==> src/rtl/game_2048_status_scan_if.sv <==
`default_nettype none
// ============================================================================
//  Module   : game_2048_status_scan_if
//  Purpose  : Request/status bundle between the 2048 control layer (master)
//             and the board status scanner (slave).
//  Revision : 1.0  initial release
// ============================================================================
interface game_2048_status_scan_if #(
    parameter int ROWS   = 4,
    parameter int COLS   = 4,
    parameter int TILE_W = 4
);
    localparam int N  = ROWS * COLS;
    localparam int CW = $clog2(N + 1);

    logic [N*TILE_W-1:0] board_state;
    logic                start;
    logic                clear;
    logic                busy;
    logic                done;
    logic                game_win;
    logic                game_lose;
    logic                can_move;
    logic [CW-1:0]       empty_count;
    logic [TILE_W-1:0]   max_tile;

    // Control layer: drives the board and requests, observes status.
    modport master (
        output board_state, start, clear,
        input  busy, done, game_win, game_lose, can_move, empty_count, max_tile
    );

    // Scanner: consumes the board and requests, produces status.
    modport slave (
        input  board_state, start, clear,
        output busy, done, game_win, game_lose, can_move, empty_count, max_tile
    );
endinterface
`default_nettype wire

==> src/rtl/game_2048_status_scan.sv <==
`default_nettype none
// ============================================================================
//  Module   : game_2048_status_scan
//  Purpose  : Sequential win/lose evaluator for the 2048 core. On start the
//             board is snapshotted and walked one tile per clock; empty count,
//             max exponent, win and merge availability are accumulated and
//             published with a one-cycle done pulse. Win/lose flags are sticky
//             until reset_n or clear.
//  Config   : GAME_STATUS_CONTINUE_EN - play-past-win mode; game_lose is
//             evaluated on every scan even when game_win is set.
//  Revision : 1.0  initial release
// ============================================================================
module game_2048_status_scan #(
    parameter int ROWS    = 4,
    parameter int COLS    = 4,
    parameter int TILE_W  = 4,
    parameter int WIN_EXP = 11
) (
    input  wire logic clk,
    input  wire logic reset_n,
    game_2048_status_scan_if.slave bus
);
    localparam int N   = ROWS * COLS;
    localparam int CW  = $clog2(N + 1);
    localparam int IW  = $clog2(N);
    localparam int RW  = $clog2(ROWS);
    localparam int CLW = $clog2(COLS);

    localparam logic [RW-1:0]  LAST_R   = RW'(ROWS - 1);
    localparam logic [CLW-1:0] LAST_C   = CLW'(COLS - 1);
    localparam logic [RW-1:0]  ONE_R    = RW'(1);
    localparam logic [CLW-1:0] ONE_C    = CLW'(1);
    localparam logic [IW-1:0]  ONE_IDX  = IW'(1);
    localparam logic [IW-1:0]  COLS_IDX = IW'(COLS);
    localparam logic [CW-1:0]  ONE_CW   = CW'(1);

    typedef enum logic [1:0] {
        S_IDLE = 2'd0,
        S_SCAN = 2'd1,
        S_DONE = 2'd2
    } state_t;

    state_t              state_q, state_d;
    logic [N*TILE_W-1:0] snap_q, snap_d;
    logic [RW-1:0]       r_q, r_d;
    logic [CLW-1:0]      c_q, c_d;
    logic [IW-1:0]       idx_q, idx_d;
    logic [CW-1:0]       empty_acc_q, empty_acc_d;
    logic [TILE_W-1:0]   max_acc_q, max_acc_d;
    logic                win_acc_q, win_acc_d;
    logic                merge_acc_q, merge_acc_d;
    logic                busy_q, busy_d;
    logic                done_q, done_d;
    logic                game_win_q, game_win_d;
    logic                game_lose_q, game_lose_d;
    logic                can_move_q, can_move_d;
    logic [CW-1:0]       empty_count_q, empty_count_d;
    logic [TILE_W-1:0]   max_tile_q, max_tile_d;

    logic [TILE_W-1:0]   w_tiles [N];
    logic [IW-1:0]       w_idx_right;
    logic [IW-1:0]       w_idx_down;
    logic [TILE_W-1:0]   w_cur;
    logic [TILE_W-1:0]   w_right;
    logic [TILE_W-1:0]   w_down;
    logic                w_has_right;
    logic                w_has_down;
    logic                w_last;
    logic [CW-1:0]       w_empty_next;
    logic [TILE_W-1:0]   w_max_next;
    logic                w_win_next;
    logic                w_merge_next;
    logic                w_can_move_next;
    logic                w_lose_hit;

    // Unpack the snapshot into addressable tiles.
    always_comb begin
        for (int i = 0; i < N; i++) begin
            w_tiles[i] = snap_q[i*TILE_W +: TILE_W];
        end
    end

    // Current tile, its right/down neighbours and the accumulator updates.
    // Neighbour indices fall back to the current index at the board edge so
    // the read always stays in range; the has_* guards keep that from
    // counting as a self-match. The wrap from (r,COLS-1) to (r+1,0) is not
    // adjacency, which is why the right neighbour is gated on the column.
    always_comb begin
        w_has_right     = (c_q != LAST_C);
        w_has_down      = (r_q != LAST_R);
        w_last          = !w_has_right && !w_has_down;
        w_idx_right     = w_has_right ? idx_q + ONE_IDX  : idx_q;
        w_idx_down      = w_has_down  ? idx_q + COLS_IDX : idx_q;
        w_cur           = w_tiles[idx_q];
        w_right         = w_tiles[w_idx_right];
        w_down          = w_tiles[w_idx_down];
        w_empty_next    = (w_cur == '0) ? empty_acc_q + ONE_CW : empty_acc_q;
        w_max_next      = (w_cur > max_acc_q) ? w_cur : max_acc_q;
        w_win_next      = win_acc_q || (32'(w_cur) >= 32'(WIN_EXP));
        w_merge_next    = merge_acc_q
                          || (w_has_right && (w_cur == w_right))
                          || (w_has_down  && (w_cur == w_down));
        w_can_move_next = (w_empty_next != '0) || w_merge_next;
`ifdef GAME_STATUS_CONTINUE_EN
        w_lose_hit      = !w_can_move_next;
`else
        // A win already on record, or one found by this scan, suppresses lose.
        w_lose_hit      = !w_can_move_next && !game_win_q && !w_win_next;
`endif
    end

    // Next-state and output logic for the IDLE -> SCAN -> DONE sequencer.
    always_comb begin
        state_d       = state_q;
        snap_d        = snap_q;
        r_d           = r_q;
        c_d           = c_q;
        idx_d         = idx_q;
        empty_acc_d   = empty_acc_q;
        max_acc_d     = max_acc_q;
        win_acc_d     = win_acc_q;
        merge_acc_d   = merge_acc_q;
        busy_d        = busy_q;
        done_d        = 1'b0;
        game_win_d    = game_win_q;
        game_lose_d   = game_lose_q;
        can_move_d    = can_move_q;
        empty_count_d = empty_count_q;
        max_tile_d    = max_tile_q;

        if (bus.clear) begin
            // New game: abort any scan and wipe flags and stats.
            state_d       = S_IDLE;
            r_d           = '0;
            c_d           = '0;
            idx_d         = '0;
            empty_acc_d   = '0;
            max_acc_d     = '0;
            win_acc_d     = 1'b0;
            merge_acc_d   = 1'b0;
            busy_d        = 1'b0;
            game_win_d    = 1'b0;
            game_lose_d   = 1'b0;
            can_move_d    = 1'b0;
            empty_count_d = '0;
            max_tile_d    = '0;
        end else begin
            case (state_q)
                S_IDLE: begin
                    if (bus.start) begin
                        snap_d      = bus.board_state;
                        r_d         = '0;
                        c_d         = '0;
                        idx_d       = '0;
                        empty_acc_d = '0;
                        max_acc_d   = '0;
                        win_acc_d   = 1'b0;
                        merge_acc_d = 1'b0;
                        busy_d      = 1'b1;
                        state_d     = S_SCAN;
                    end
                end
                S_SCAN: begin
                    empty_acc_d = w_empty_next;
                    max_acc_d   = w_max_next;
                    win_acc_d   = w_win_next;
                    merge_acc_d = w_merge_next;
                    if (w_last) begin
                        // Publish results in the same edge that raises done.
                        busy_d        = 1'b0;
                        done_d        = 1'b1;
                        empty_count_d = w_empty_next;
                        max_tile_d    = w_max_next;
                        can_move_d    = w_can_move_next;
                        game_win_d    = game_win_q || w_win_next;
                        game_lose_d   = game_lose_q || w_lose_hit;
                        state_d       = S_DONE;
                    end else begin
                        idx_d = idx_q + ONE_IDX;
                        if (c_q == LAST_C) begin
                            c_d = '0;
                            r_d = r_q + ONE_R;
                        end else begin
                            c_d = c_q + ONE_C;
                        end
                    end
                end
                S_DONE: begin
                    state_d = S_IDLE;
                end
                default: begin
                    state_d = S_IDLE;
                    busy_d  = 1'b0;
                end
            endcase
        end
    end

    // State, snapshot, accumulators and registered outputs.
    always_ff @(posedge clk or negedge reset_n) begin
        if (!reset_n) begin
            state_q       <= S_IDLE;
            snap_q        <= '0;
            r_q           <= '0;
            c_q           <= '0;
            idx_q         <= '0;
            empty_acc_q   <= '0;
            max_acc_q     <= '0;
            win_acc_q     <= 1'b0;
            merge_acc_q   <= 1'b0;
            busy_q        <= 1'b0;
            done_q        <= 1'b0;
            game_win_q    <= 1'b0;
            game_lose_q   <= 1'b0;
            can_move_q    <= 1'b0;
            empty_count_q <= '0;
            max_tile_q    <= '0;
        end else begin
            state_q       <= state_d;
            snap_q        <= snap_d;
            r_q           <= r_d;
            c_q           <= c_d;
            idx_q         <= idx_d;
            empty_acc_q   <= empty_acc_d;
            max_acc_q     <= max_acc_d;
            win_acc_q     <= win_acc_d;
            merge_acc_q   <= merge_acc_d;
            busy_q        <= busy_d;
            done_q        <= done_d;
            game_win_q    <= game_win_d;
            game_lose_q   <= game_lose_d;
            can_move_q    <= can_move_d;
            empty_count_q <= empty_count_d;
            max_tile_q    <= max_tile_d;
        end
    end

    assign bus.busy        = busy_q;
    assign bus.done        = done_q;
    assign bus.game_win    = game_win_q;
    assign bus.game_lose   = game_lose_q;
    assign bus.can_move    = can_move_q;
    assign bus.empty_count = empty_count_q;
    assign bus.max_tile    = max_tile_q;

endmodule
`default_nettype wire
==> src/flat_wrapper.sv <==
// flat-port wrapper written by rule: the top's interface ports become plain ports
module game_2048_status_scan_flat 
#(
    parameter int ROWS    = 4,
    parameter int COLS    = 4,
    parameter int TILE_W  = 4,
    parameter int WIN_EXP = 11
)
  (clk, reset_n, bus_board_state, bus_start, bus_clear, bus_busy, bus_done, bus_game_win, bus_game_lose, bus_can_move, bus_empty_count, bus_max_tile);
  game_2048_status_scan_if #(.ROWS(ROWS), .COLS(COLS), .TILE_W(TILE_W)) bus_i ();
  input  wire logic clk;
  input  wire logic reset_n;
  input wire logic [$bits(bus_i.board_state)-1:0] bus_board_state;
  input wire logic [$bits(bus_i.start)-1:0] bus_start;
  input wire logic [$bits(bus_i.clear)-1:0] bus_clear;
  output wire logic [$bits(bus_i.busy)-1:0] bus_busy;
  output wire logic [$bits(bus_i.done)-1:0] bus_done;
  output wire logic [$bits(bus_i.game_win)-1:0] bus_game_win;
  output wire logic [$bits(bus_i.game_lose)-1:0] bus_game_lose;
  output wire logic [$bits(bus_i.can_move)-1:0] bus_can_move;
  output wire logic [$bits(bus_i.empty_count)-1:0] bus_empty_count;
  output wire logic [$bits(bus_i.max_tile)-1:0] bus_max_tile;
  assign bus_i.board_state = bus_board_state;
  assign bus_i.start = bus_start;
  assign bus_i.clear = bus_clear;
  assign bus_busy = bus_i.busy;
  assign bus_done = bus_i.done;
  assign bus_game_win = bus_i.game_win;
  assign bus_game_lose = bus_i.game_lose;
  assign bus_can_move = bus_i.can_move;
  assign bus_empty_count = bus_i.empty_count;
  assign bus_max_tile = bus_i.max_tile;
  game_2048_status_scan #(.ROWS(ROWS), .COLS(COLS), .TILE_W(TILE_W), .WIN_EXP(WIN_EXP)) u_core (.clk(clk), .reset_n(reset_n), .bus(bus_i));
endmodule
==> config.mk <==
export PLATFORM = sky130hd
export DESIGN_NAME = game_2048_status_scan_flat
export DESIGN_NICKNAME = d
export VERILOG_FILES = /design/src/rtl/game_2048_status_scan_if.sv /design/src/rtl/game_2048_status_scan.sv /design/src/flat_wrapper.sv
export SDC_FILE = /design/constraint.sdc
export NUM_CORES = 1
export LEC_CHECK = 0
export ABC_AREA = 0
export ABC_CLOCK_PERIOD_IN_PS = 3400
export CORE_MARGIN = 1.5
export CORE_UTILIZATION = 30
export CTS_CLUSTER_SIZE = 30
export DETAILED_ROUTE_END_ITERATION = 10
export PLACE_DENSITY = 0.53
export SETUP_SLACK_MARGIN = 0.1
export SKIP_LAST_GASP = 1
export SLEW_MARGIN = 20
export SYNTH_ARGS = -nofsm -noshare
export SYNTH_HDL_FRONTEND = slang
export SYNTH_SLANG_ARGS = --single-unit
==> constraint.sdc <==
create_clock -name clk -period 3.4 [get_ports clk]
set_input_delay 0.68 -clock clk [delete_from_list [all_inputs] [get_ports clk]]
set_output_delay 0.68 -clock clk [all_outputs]
set_load 0.05 [all_outputs]
Word-level counts from Yosys, hierarchy flattened. Index checks and enable logic that the tools add are counted. W data, S select, Z words.

Bits of input ports: 68. Output and inout bits: 14. Register bits: 99.

Bitwise logic cells: 4. Reductions and logical operators: 29. Mux-type cells: 62. $lt $le $gt $ge: 5. $add $sub $neg: 5. Eq/ne operators: 12.

Operator list (count): $mux W4 (16); $bmux W4 S4 (3); $mux W5 (6); $mux W2 (10); $mux W1 (18); $pmux W4 S2 (2); $ge A5 B5 Y1 const B (3); $not A4 Y5 (3); $pmux W2 S2 (3); $pmux W5 S2 (1); $reduce_and A3 Y1 (3); $eq A4 B4 Y1 (2); $logic_or A1 B1 Y1 (6); $ne A2 B2 Y1 const B (3); $ne A3 B2 Y1 const B (2); $ne A3 B3 Y1 const B (2); $reduce_and A2 Y1 (3); $add A5 B1 Y5 const B (1); $logic_and A1 B1 Y1 (5); $logic_not A1 Y1 (5); $reduce_bool A5 Y1 (1); $add A2 B1 Y2 const B (2); $add A4 B1 Y4 const B (1); $add A4 B3 Y4 const B (1); other kinds (12) (15).

Longest topological paths before layout. Gate-level depths: netlist of run 1.

Depth in word-level cells: 18. Depth in mapped cells: 14.

Worst setup path after synthesis of run 1. OpenSTA, ideal clock, no wires.

Path type: reg-to-reg. Start point: reg u_core.idx_q[0]. End point: reg u_core.max_tile_q[0], in the netlist u_core.bus.max_tile[0]. Data required time: 3.279 ns. Slack: 0.312 ns. Cell stages (with the launch flop): 15. Arrival time: 2.967 ns. Cells stage by stage: dfrtp_1 -> buf_6 -> buf_8 -> mux4_2 -> a22oi_1 -> nand3_2 -> ha_1 -> nor2b_1 -> o21ai_0 -> nand2b_1 -> a21oi_1 -> a41o_1 -> mux2i_1 -> nor2_1 -> a22o_1.

Word-level cells in the longest chain between the ends: 9.

RTL lines: start: declaration (RTL line game_2048_status_scan.sv:47) `logic [IW-1:0] idx_q, idx_d;`; start signal: assignment (RTL line game_2048_status_scan.sv:223) `idx_q <= idx_d;`; $not A4 Y5 (implied by the code) * (RTL line game_2048_status_scan.sv:94) `w_cur = w_tiles[idx_q];`; $bmux W4 S4 * (RTL line game_2048_status_scan.sv:94); $mux W4 (implied by the code) * (2 in series) (RTL line game_2048_status_scan.sv:94); $gt A4 B4 Y1 (RTL line game_2048_status_scan.sv:98) `w_max_next = (w_cur > max_acc_q) ? w_cur : max_acc_q;`; $mux W4 * (RTL line game_2048_status_scan.sv:98); $mux W4 * (RTL line game_2048_status_scan.sv:168) `if (w_last) begin`; $mux W4 * (RTL line game_2048_status_scan.sv:148) `case (state_q)`; $mux W4 * (RTL line game_2048_status_scan.sv:131) `if (bus.clear) begin`; end signal: assignment (RTL line game_2048_status_scan.sv:234) `max_tile_q <= max_tile_d;`; end: declaration (RTL line game_2048_status_scan.sv:58) `logic [TILE_W-1:0] max_tile_q, max_tile_d;`.

Mark *: on every way between the ends. The rest lies on a longest branch, timed or not. The select of a mux whose other input is x is not followed. A chain may end at the register's enable or synchronous reset.

Worst setup path in the final report of run 1.
Start point: reg u_core.idx_q[0]. End point: reg u_core.merge_acc_q.

Word-level cells in the longest chain between the ends: 12.

RTL lines: $add A4 B1 Y4 (RTL line game_2048_status_scan.sv:92) `w_idx_right = w_has_right ? idx_q + ONE_IDX : idx_q;`; $mux W4 (RTL line game_2048_status_scan.sv:92); $not A4 Y5 (implied by the code) (RTL line game_2048_status_scan.sv:95) `w_right = w_tiles[w_idx_right];`; $bmux W4 S4 (RTL line game_2048_status_scan.sv:95); $mux W4 (implied by the code) (2 in series) (RTL line game_2048_status_scan.sv:95); $eq A4 B4 Y1 (RTL line game_2048_status_scan.sv:101) `|| (w_has_right && (w_cur == w_right))`; $logic_and A1 B1 Y1 (RTL line game_2048_status_scan.sv:101); $logic_or A1 B1 Y1 (RTL line game_2048_status_scan.sv:101); $logic_or A1 B1 Y1 * (RTL line game_2048_status_scan.sv:102) `|| (w_has_down && (w_cur == w_down));`; $pmux W1 S2 * (RTL line game_2048_status_scan.sv:148); $mux W1 * (RTL line game_2048_status_scan.sv:131); end signal: assignment (RTL line game_2048_status_scan.sv:227) `merge_acc_q <= merge_acc_d;`; end: declaration (RTL line game_2048_status_scan.sv:51) `logic merge_acc_q, merge_acc_d;`.

Marks and branches as above.

==> impl_metrics.toml, run 1 <==
[final_layout]
fill_cells = 1990
utilization_pct = 38.4
final_common_cell = "dfrtp_1"
multi_input_area_um2 = 3530
nNetsFinal = 718
antenna_cells = 0
stdcell_area_um2 = 7780
final_cell_mix = "97 x dfrtp_1, 80 x mux2_2, 80 x clkdlybuf4s50_1"
final_cells = 917
syn_to_final_growth_pct = 24.6
drive_gt1_share_pct = 26.6
seqCellArea_um2 = 2480

[global_route]
overflow = 0
grt.total_usage_pct = 15.5
antenna_found_initial = 0
grt_pass1_wl_um = 26700
grt_pass1_vias = 4960
grt_max_degree = 67

[worst_setup_path]
r2r_setup_slack_ps = 350
worstPathMaxFanout = 12
reg2reg_depth = 11
cp-startpoint = "u_core.idx_q[0]"
critical_path_class = "reg2reg"
end_kind = "flop"
cp-endpoint = "u_core.merge_acc_q"
start_kind = "flop"
worstPathRequired_ps = 3670
arrival_ps = 3330
r2r_end = "u_core.merge_acc_q"
r2r-start = "u_core.idx_q[0]"

[power_and_ir_drop]
power_mw = 3.80
power_switching_mw = 1.17
vdd_drop_max_mv = 0.311
clkPwrFrac_pct = 28.4
switching_share_pct = 30.9
pwr-share-comb_pct = 30.2
p_per_area_nw_per_um2 = 488
p_int_mw = 2.62
p_leak_nw = 2.99
seq_power_share_pct = 41.4

[timing]
hold_viol = 0
slew_headroom_pct = 42.2
rsz0062_at_grt = "no"
slew_violations = 0
fin_crit_ps = 3050
clock_skew_ps = 11.4
fin_tns_setup_ps = 0
hold_slack_ps = 315
max_freq_mhz = 328
period_share_pct = 89.8
setup_violations = 0
fin_ws_ps = 348
worstMarginPinSlew_ps = 864

[floorplanning]
rows = 52
initial_core_util_pct = 30.8
ios = 82
die-height_um = 147
die-area_um2 = 21700
core_um2 = 20300
fp.dieW_um = 147

[cts]
cts_buffer_depth = 2
clk_transition_reported_paths_ps = 70
insertion_delay_ps = 350
numCtsBuffers = 9
htree_levels = 3
cts.sinks = 99
clockRootBuffer = "clkbuf_16"
cts_tree = "done"

[logic_synthesis]
synthesis.area_um2 = 6250
ys.flop_type = "dfrtp_1"
synth_warnings = 0
synth_area_leader_cell = "dfrtp_1"
synth.distinct_cells = 64
syn_inst = 565
async_flop_share_pct = 100
synth_nets = 641
synth-seq-cells = 99
syn_area_per_cell_um2 = 11.1
yosys-top-cells-area = "dfrtp_1 40%, mux2_2 14%, mux4_2 9.0%, mux2i_1 4.2%, nand2_1 2.1%"
synth_enable_flop_cells = 0
ys_seq_area_share_pct = 39.7
synth_top_area_share_pct = 39.7

[job]
cap_violations = 0

[detailed_routing]
routedWlPerCell_um = 17.8
postRouteAntennaNets = 0
wl_um = 16300
first_pass_iters = 4
drt_iter0_markers = 384
viasPerCell = 5.35
drc_errors = 0
dr_total_vias = 4907

[placed_design]
place.gp.congestion = 0.856
hpwl_um = 12300
post-place-ws_ps = 146
dpl_cell_area_um2 = 7450
place_inst = 899
port_buffers = 81

[min_path]
hp-class = "in2async"

[outcome]
status = "finished, final reports clean"
[repair_timing]
| item | 4_1_cts | 5_1_grt |
|---|---|---|
| hold buffers | 0 | 0 |
| setup buffers | 0 | 2 |
| gates resized for setup | 0 | 3 |
| endpoints found under the setup margin | 0 | 8 |
[kinds of logic after synthesis]
kind of cell,after synthesis,share of synthesized area (%)
mux,131,27.6
flops,99,39.7
simple gates,132,11.3
buf+inv,57,4.07
xor+xnor,17,2.38
fa+ha+maj,8,1.60
compound gates,121,13.4
[per-layer routing]
layer  up-vias  part of all wire (%)  GRT usage, %
met5         -                     0             0
met4         0                   1.8          4.05
met3        19                   4.4          3.14
met2       145                    49          26.1
met1      2454                    45          20.3
li1       2289                     -             -
[sequential cells by signal (all words and copies together), names as in the netlist]
name,flops
u_core.r_q,2
u_core.bus.max_tile,4
u_core.empty_acc_q,5
u_core.bus.busy,1
u_core.idx_q,4
u_core.max_acc_q,4
u_core.merge_acc_q,1
u_core.c_q,2
u_core.bus.can_move,1
u_core.bus.empty_count,5
u_core.bus.done,1
u_core.bus.game_win,1
u_core.bus.game_lose,1
u_core.win_acc_q,1
u_core.snap_q,64
u_core.state_q,2
[power groups by stage]
| stage | registers (mW) | clock network (mW) | logic (mW) |
|---|---|---|---|
| floorplan | 1.50 | 0 | 0.845 |
| global placement | 1.59 | 0 | 1.12 |
| detailed placement | 1.59 | 0 | 1.14 |
| CTS | 1.57 | 1.11 | 1.15 |
| global route | 1.60 | 1.16 | 1.24 |
| finish | 1.57 | 1.08 | 1.15 |
[synth_stat cells, drive strengths merged, types with 7 or more instances]
cell    instances
a21oi          24
a31oi           8
buf            17
clkbuf         27
dfrtp          99
ha              8
inv            13
mux2           80
mux2i          26
mux4           25
nand2          35
nand2b          7
nand3          12
nor2           24
nor3           10
nor4            7
o21ai          20
o22ai          19
o31ai           9
xnor2          10
xor2            7
[critical path, cell delays in order, from the launching register on]
cell,delay (ps)
dfrtp_4,570
ha_1,380
buf_4,220
mux4_2,510
mux2i_1,230
a31oi_1,80
nor4_1,240
buf_4,170
xnor2_1,50
nor2_1,100
nand4_1,220
a21oi_1,210
[how the worst min path moves through the flow]
stage | slack (ps) | cells after the start | to
6_report | 310 | 1 | u_core.bus.done
5_1_grt | 350 | 1 | u_core.bus.can_move
4_1_cts | 320 | 1 | u_core.bus.game_lose
3_5_place_dp | 480 | 2 | u_core.bus.empty_count[0]
3_3_place_gp | 480 | 1 | u_core.r_q[1]
2_1_floorplan | 380 | 0 | u_core.bus.busy
[area by class of cell]
type,instances,share of cell area (%)
clock inverters,5,0.788
repair buffers,110,13.8
flip-flops and latches,99,31.9
well taps,270,4.34
inverters,13,0.627
clock buffers,11,3.25
multi-input cells,409,45.3
No activity file was read; power rests on OpenSTA's default activity.
==> run 2, diff against run 1 <==
- ABC_CLOCK_PERIOD_IN_PS: 3400 -> 3890
- RECOVER_POWER: unset -> 100
- SKIP_CTS_REPAIR_TIMING: unset -> 1
- clock period: 3.4 -> 3.89 ns (I/O delays scaled with it)
==> impl_metrics.toml, run 2 (synthesized netlist as in run 1, its figures left out) <==
[cts]
clockRootBuffer = "clkbuf_16"
numCtsBuffers = 9
cts_buffer_depth = 2
insertion_delay_ps = 350
cts.sinks = 99
htree_levels = 3
cts_tree = "done"
clk_transition_reported_paths_ps = 70

[detailed_routing]
routedWlPerCell_um = 18.3
viasPerCell = 5.44
drt_iter0_markers = 339
dr_total_vias = 4917
postRouteAntennaNets = 0
drc_errors = 0
wl_um = 16500
first_pass_iters = 5

[outcome]
status = "finished with violations"
violations = "capacitance limit, slew limit"

[min_path]
hold_path.startpoint = "u_core.bus.empty_count[3]"
hp-class = "reg2reg"
min_path_cells = 2
whs_endpoint = "u_core.bus.empty_count[3]"

[worst_setup_path]
cp-startpoint = "u_core.idx_q[0]"
arrival_ps = 3770
worstPathMaxFanout = 23
r2r_end = "u_core.bus.can_move"
start_kind = "flop"
crit_buf_inv = 2
end_kind = "flop"
critical_path_class = "reg2reg"
path_delay_family = "compound AO/OA/AOI/OAI gates"
cpPeakStageDelay_ps = 570
reg2reg_depth = 9
worstPathRequired_ps = 4120
cpMaxStageDelayCell = "mux4_2"
r2r_setup_slack_ps = 350
cp_cell_sequence = "buf_4 > mux4_2 > a22oi_1 > nand3_4 > nor4b_4 > clkbuf_1 > a31oi_4 > a2111oi_2 > a21oi_1"
r2r-start = "u_core.idx_q[0]"

[final_layout]
drive_gt1_share_pct = 23.2
final_cell_mix = "97 x dfrtp_1, 80 x mux2_2, 65 x clkdlybuf4s50_1"
stdcell_area_um2 = 7600
final_cells = 904
syn_to_final_growth_pct = 21.6
utilization_pct = 37.4
max_flop_register = "u_core.snap_q"
nNetsFinal = 705
largest_register_ffs = 64
antenna_cells = 0
final_common_cell = "dfrtp_1"

[floorplanning]
die-height_um = 147
initial_core_util_pct = 30.8
die-area_um2 = 21700
fp.dieW_um = 147
ios = 82
rows = 52
core_um2 = 20300

[timing]
fin_tns_setup_ps = 0
fin_crit_ps = 3540
slew_headroom_pct = -4.28
setup_violations = 0
slew_violations = 67
max_freq_mhz = 282
worstMarginPinSlew_ps = 1560
clock_skew_ps = 8.12
hold_viol = 0
period_share_pct = 91.0
rsz0062_at_grt = "no"

[global_route]
overflow = 0
grt_max_degree = 67
grt_pass1_vias = 5097
antenna_found_initial = 0
grt.total_usage_pct = 16.1
grt_pass1_wl_um = 27500

[placed_design]
dpl_cell_area_um2 = 7340
place.gp.congestion = 0.874
port_buffers = 81
hpwl_um = 12300
place_inst = 888

[power_and_ir_drop]
vdd_drop_max_mv = 0.233
p_per_area_nw_per_um2 = 428
p_leak_nw = 2.95

[job]
cap_violations = 1
-- run 2: cell types whose count changed in the layout (fill, tap and decap cells not counted), moves of 5 or more --
cell / delta
buf_4: -16
clkdlybuf4s50_1: -15
dlygate4sd3_1: +15
clkbuf_1: +7
o21ai_0: +5
o21ai_1: -5
-- run 2: per-stage QoR --
| step | hold slack, ps | setup slack (ps) | power (mW) |
|---|---|---|---|
| finish | 476 | 349 | 3.25 |
| global placement | 476 | 554 | 2.33 |
| global route | 505 | 140 | 3.44 |
| floorplan | 462 | 802 | 2.05 |
| CTS | 497 | 455 | 3.30 |
| detailed placement | 484 | 486 | 2.37 |
-- run 2: worst max-delay path by stage --
stage	slack (ps)	endpoint	cells past startpoint
after floorplan	800	u_core.bus.max_tile[0]	14
after CTS	460	u_core.bus.max_tile[0]	13
final	350	u_core.bus.can_move	9
after global routing	140	u_core.empty_acc_q[3]	10
after global placement	550	u_core.bus.max_tile[0]	13
after detailed placement	490	u_core.bus.max_tile[0]	13
-- run 2: tightest hold or removal path: cells and delay by family, from the launching register on --
kind	cells	cell delay, ps
flip-flops	1	340
AO/OA/AOI/OAI	1	60
AND/OR/NAND/NOR	1	40
-- run 2: power breakdown --
part	total, mW	switching (mW)	leakage [nW]	internal [mW]
Combinational	0.967	0.426	1.56	0.541
Clock	0.911	0.378	0.147	0.534
Sequential	1.37	0.185	1.24	1.19
-- run 2: per-layer routing --
metal	GRT usage (%)	wire [um]	vias up
li1	-	-	2275
met1	20.5	7040	2469
met2	27.5	8430	147
met3	3.17	752	26
met4	4.90	294	0
met5	0	0	-
-- run 2: cell type report --
| class | instances | area [um^2] |
|---|---|---|
| fillers | 2010 | 12700 |
| multi-input cells | 409 | 3510 |
| flip-flops and latches | 99 | 2480 |
| repair buffers | 97 | 921 |
| well taps | 270 | 338 |
| clock buffers | 14 | 264 |
| inverters | 13 | 48.8 |
| clock inverters | 2 | 35.0 |
==> run 3, diff against run 2 <==
- PLACE_DENSITY: 0.53 -> 0.51
==> impl_metrics.toml, run 3 (synthesized netlist as in run 1, its figures left out) <==
[outcome]
status = "finished with violations"
violations = "capacitance limit, slew limit"

[timing]
worstMarginPinSlew_ps = 1980
fin_tns_setup_ps = 0
max_freq_mhz = 280
rsz0062_at_grt = "no"
hold_viol = 0
clock_skew_ps = 6.68
fin_crit_ps = 3570
hold_slack_ps = 475
setup_violations = 0
slew_headroom_pct = -31.8
period_share_pct = 91.8
slew_violations = 147

[final_layout]
final_common_cell = "dfrtp_1"
nNetsFinal = 705
drive_gt1_share_pct = 23.7
largest_register_ffs = 64
antenna_cells = 0
syn_to_final_growth_pct = 22.0
final_cell_mix = "97 x dfrtp_1, 80 x mux2_2, 65 x clkdlybuf4s50_1"
max_flop_register = "u_core.snap_q"
final_cells = 904
stdcell_area_um2 = 7620

[worst_setup_path]
cp-startpoint = "u_core.idx_q[0]"
cp_cell_sequence = "buf_4 > mux4_2 > a22oi_1 > nand3_4 > nor4b_1 > buf_4 > a31oi_4 > a2111oi_2 > a21oi_1"
worstPathRequired_ps = 4120
critical_path_class = "reg2reg"
r2r-start = "u_core.idx_q[0]"
cpMostUsedCell = "buf_4"
cp-endpoint = "u_core.bus.can_move"
start_kind = "flop"
r2r_setup_slack_ps = 320
arrival_ps = 3800
reg2reg_depth = 9
cpPeakStageDelay_ps = 670
r2r_end = "u_core.bus.can_move"
cpMaxStageDelayCell = "dfrtp_2"
end_kind = "flop"
worstPathMaxFanout = 24

[detailed_routing]
dr_wl_met2_um = 8530
wl_um = 16700
met3_length_um = 668
drc_errors = 0
first_pass_iters = 5
viasPerCell = 5.40
drt_iter0_markers = 276
highest_layer = "met4"
dr_total_vias = 4886
routedWlPerCell_um = 18.4
wl_met1_um = 7160
postRouteAntennaNets = 0

[floorplanning]
rows = 52
die-area_um2 = 21700
core_um2 = 20300
fp.dieW_um = 147
ios = 82
initial_core_util_pct = 30.8
die-height_um = 147

[cts]
cts_tree = "done"
cts.sinks = 99
numCtsBuffers = 9
insertion_delay_ps = 360
cts_buffer_depth = 2
clockRootBuffer = "clkbuf_16"
clk_transition_reported_paths_ps = 70
htree_levels = 3

[global_route]
grt_pass1_vias = 5051
overflow = 0
grt.total_usage_pct = 16.0
antenna_found_initial = 0
grt_pass1_wl_um = 27400
grt_max_degree = 80

[placed_design]
dpl_cell_area_um2 = 7360
place.gp.congestion = 0.849
hpwl_um = 12200
port_buffers = 81
place_inst = 888

[power_and_ir_drop]
p_leak_nw = 2.96
vdd_drop_max_mv = 0.191
p_per_area_nw_per_um2 = 433

[job]
cap_violations = 2

[min_path]
hp-class = "reg2reg"
-- run 3: cell count changes in the layout (fill, tap and decap cells not counted), sizes merged --
cell and delta:
buf +2, clkinvlp +1, clkbuf -3
-- run 3: cell type report --
| cell class | count | area, um^2 |
|---|---|---|
| Tap cell | 270 | 338 |
| Clock inverter | 3 | 46.3 |
| Multi-Input combinational cell | 409 | 3500 |
| Fill cell | 2037 | 12700 |
| Sequential cell | 99 | 2480 |
| Inverter | 13 | 48.8 |
| Clock buffer | 13 | 270 |
| Timing Repair Buffer | 97 | 941 |
-- run 3: layer usage --
layer  track usage (%)  up-vias
li1                  -     2265
met1              20.5     2466
met2              27.4      136
met3              2.92       19
met4              4.85        0
met5                 0        -
-- run 3: how the worst min path moves through the flow --
stage | depth (start not counted) | start | to
2_1_floorplan | 1 | u_core.c_q[0] | u_core.c_q[0]
3_3_place_gp | 2 | u_core.bus.empty_count[4] | u_core.bus.empty_count[4]
3_5_place_dp | 2 | u_core.bus.empty_count[4] | u_core.bus.empty_count[4]
4_1_cts | 2 | u_core.bus.empty_count[4] | u_core.bus.empty_count[4]
5_1_grt | 2 | u_core.bus.empty_count[4] | u_core.bus.empty_count[4]
6_report | 2 | u_core.bus.empty_count[4] | u_core.bus.empty_count[4]
-- run 3: power breakdown --
| group | switching, mW | leakage (nW) | internal [mW] |
|---|---|---|---|
| logic | 0.430 | 1.57 | 0.546 |
| registers | 0.186 | 1.24 | 1.19 |
| clock network | 0.393 | 0.152 | 0.553 |
| total | 1.01 | 2.96 | 2.29 |
-- run 3: metrics by stage --
stage                     utilization [%]  power (mW)  worst slack [ps]
final                                37.5        3.30               318
after CTS                            37.8        3.35               413
after global routing                 37.5        3.48              94.1
after floorplan                         -        2.05               802
after detailed placement             36.2        2.38               439
after global placement               36.2        2.35               490
-- run 3: worst max-delay path: cells and delay by family, from the launching register on --
kind / cells / cell delay, ps
compound gates: 4 / 890
buf+inv: 2 / 660
flops: 1 / 670
mux: 1 / 560
simple gates: 2 / 660
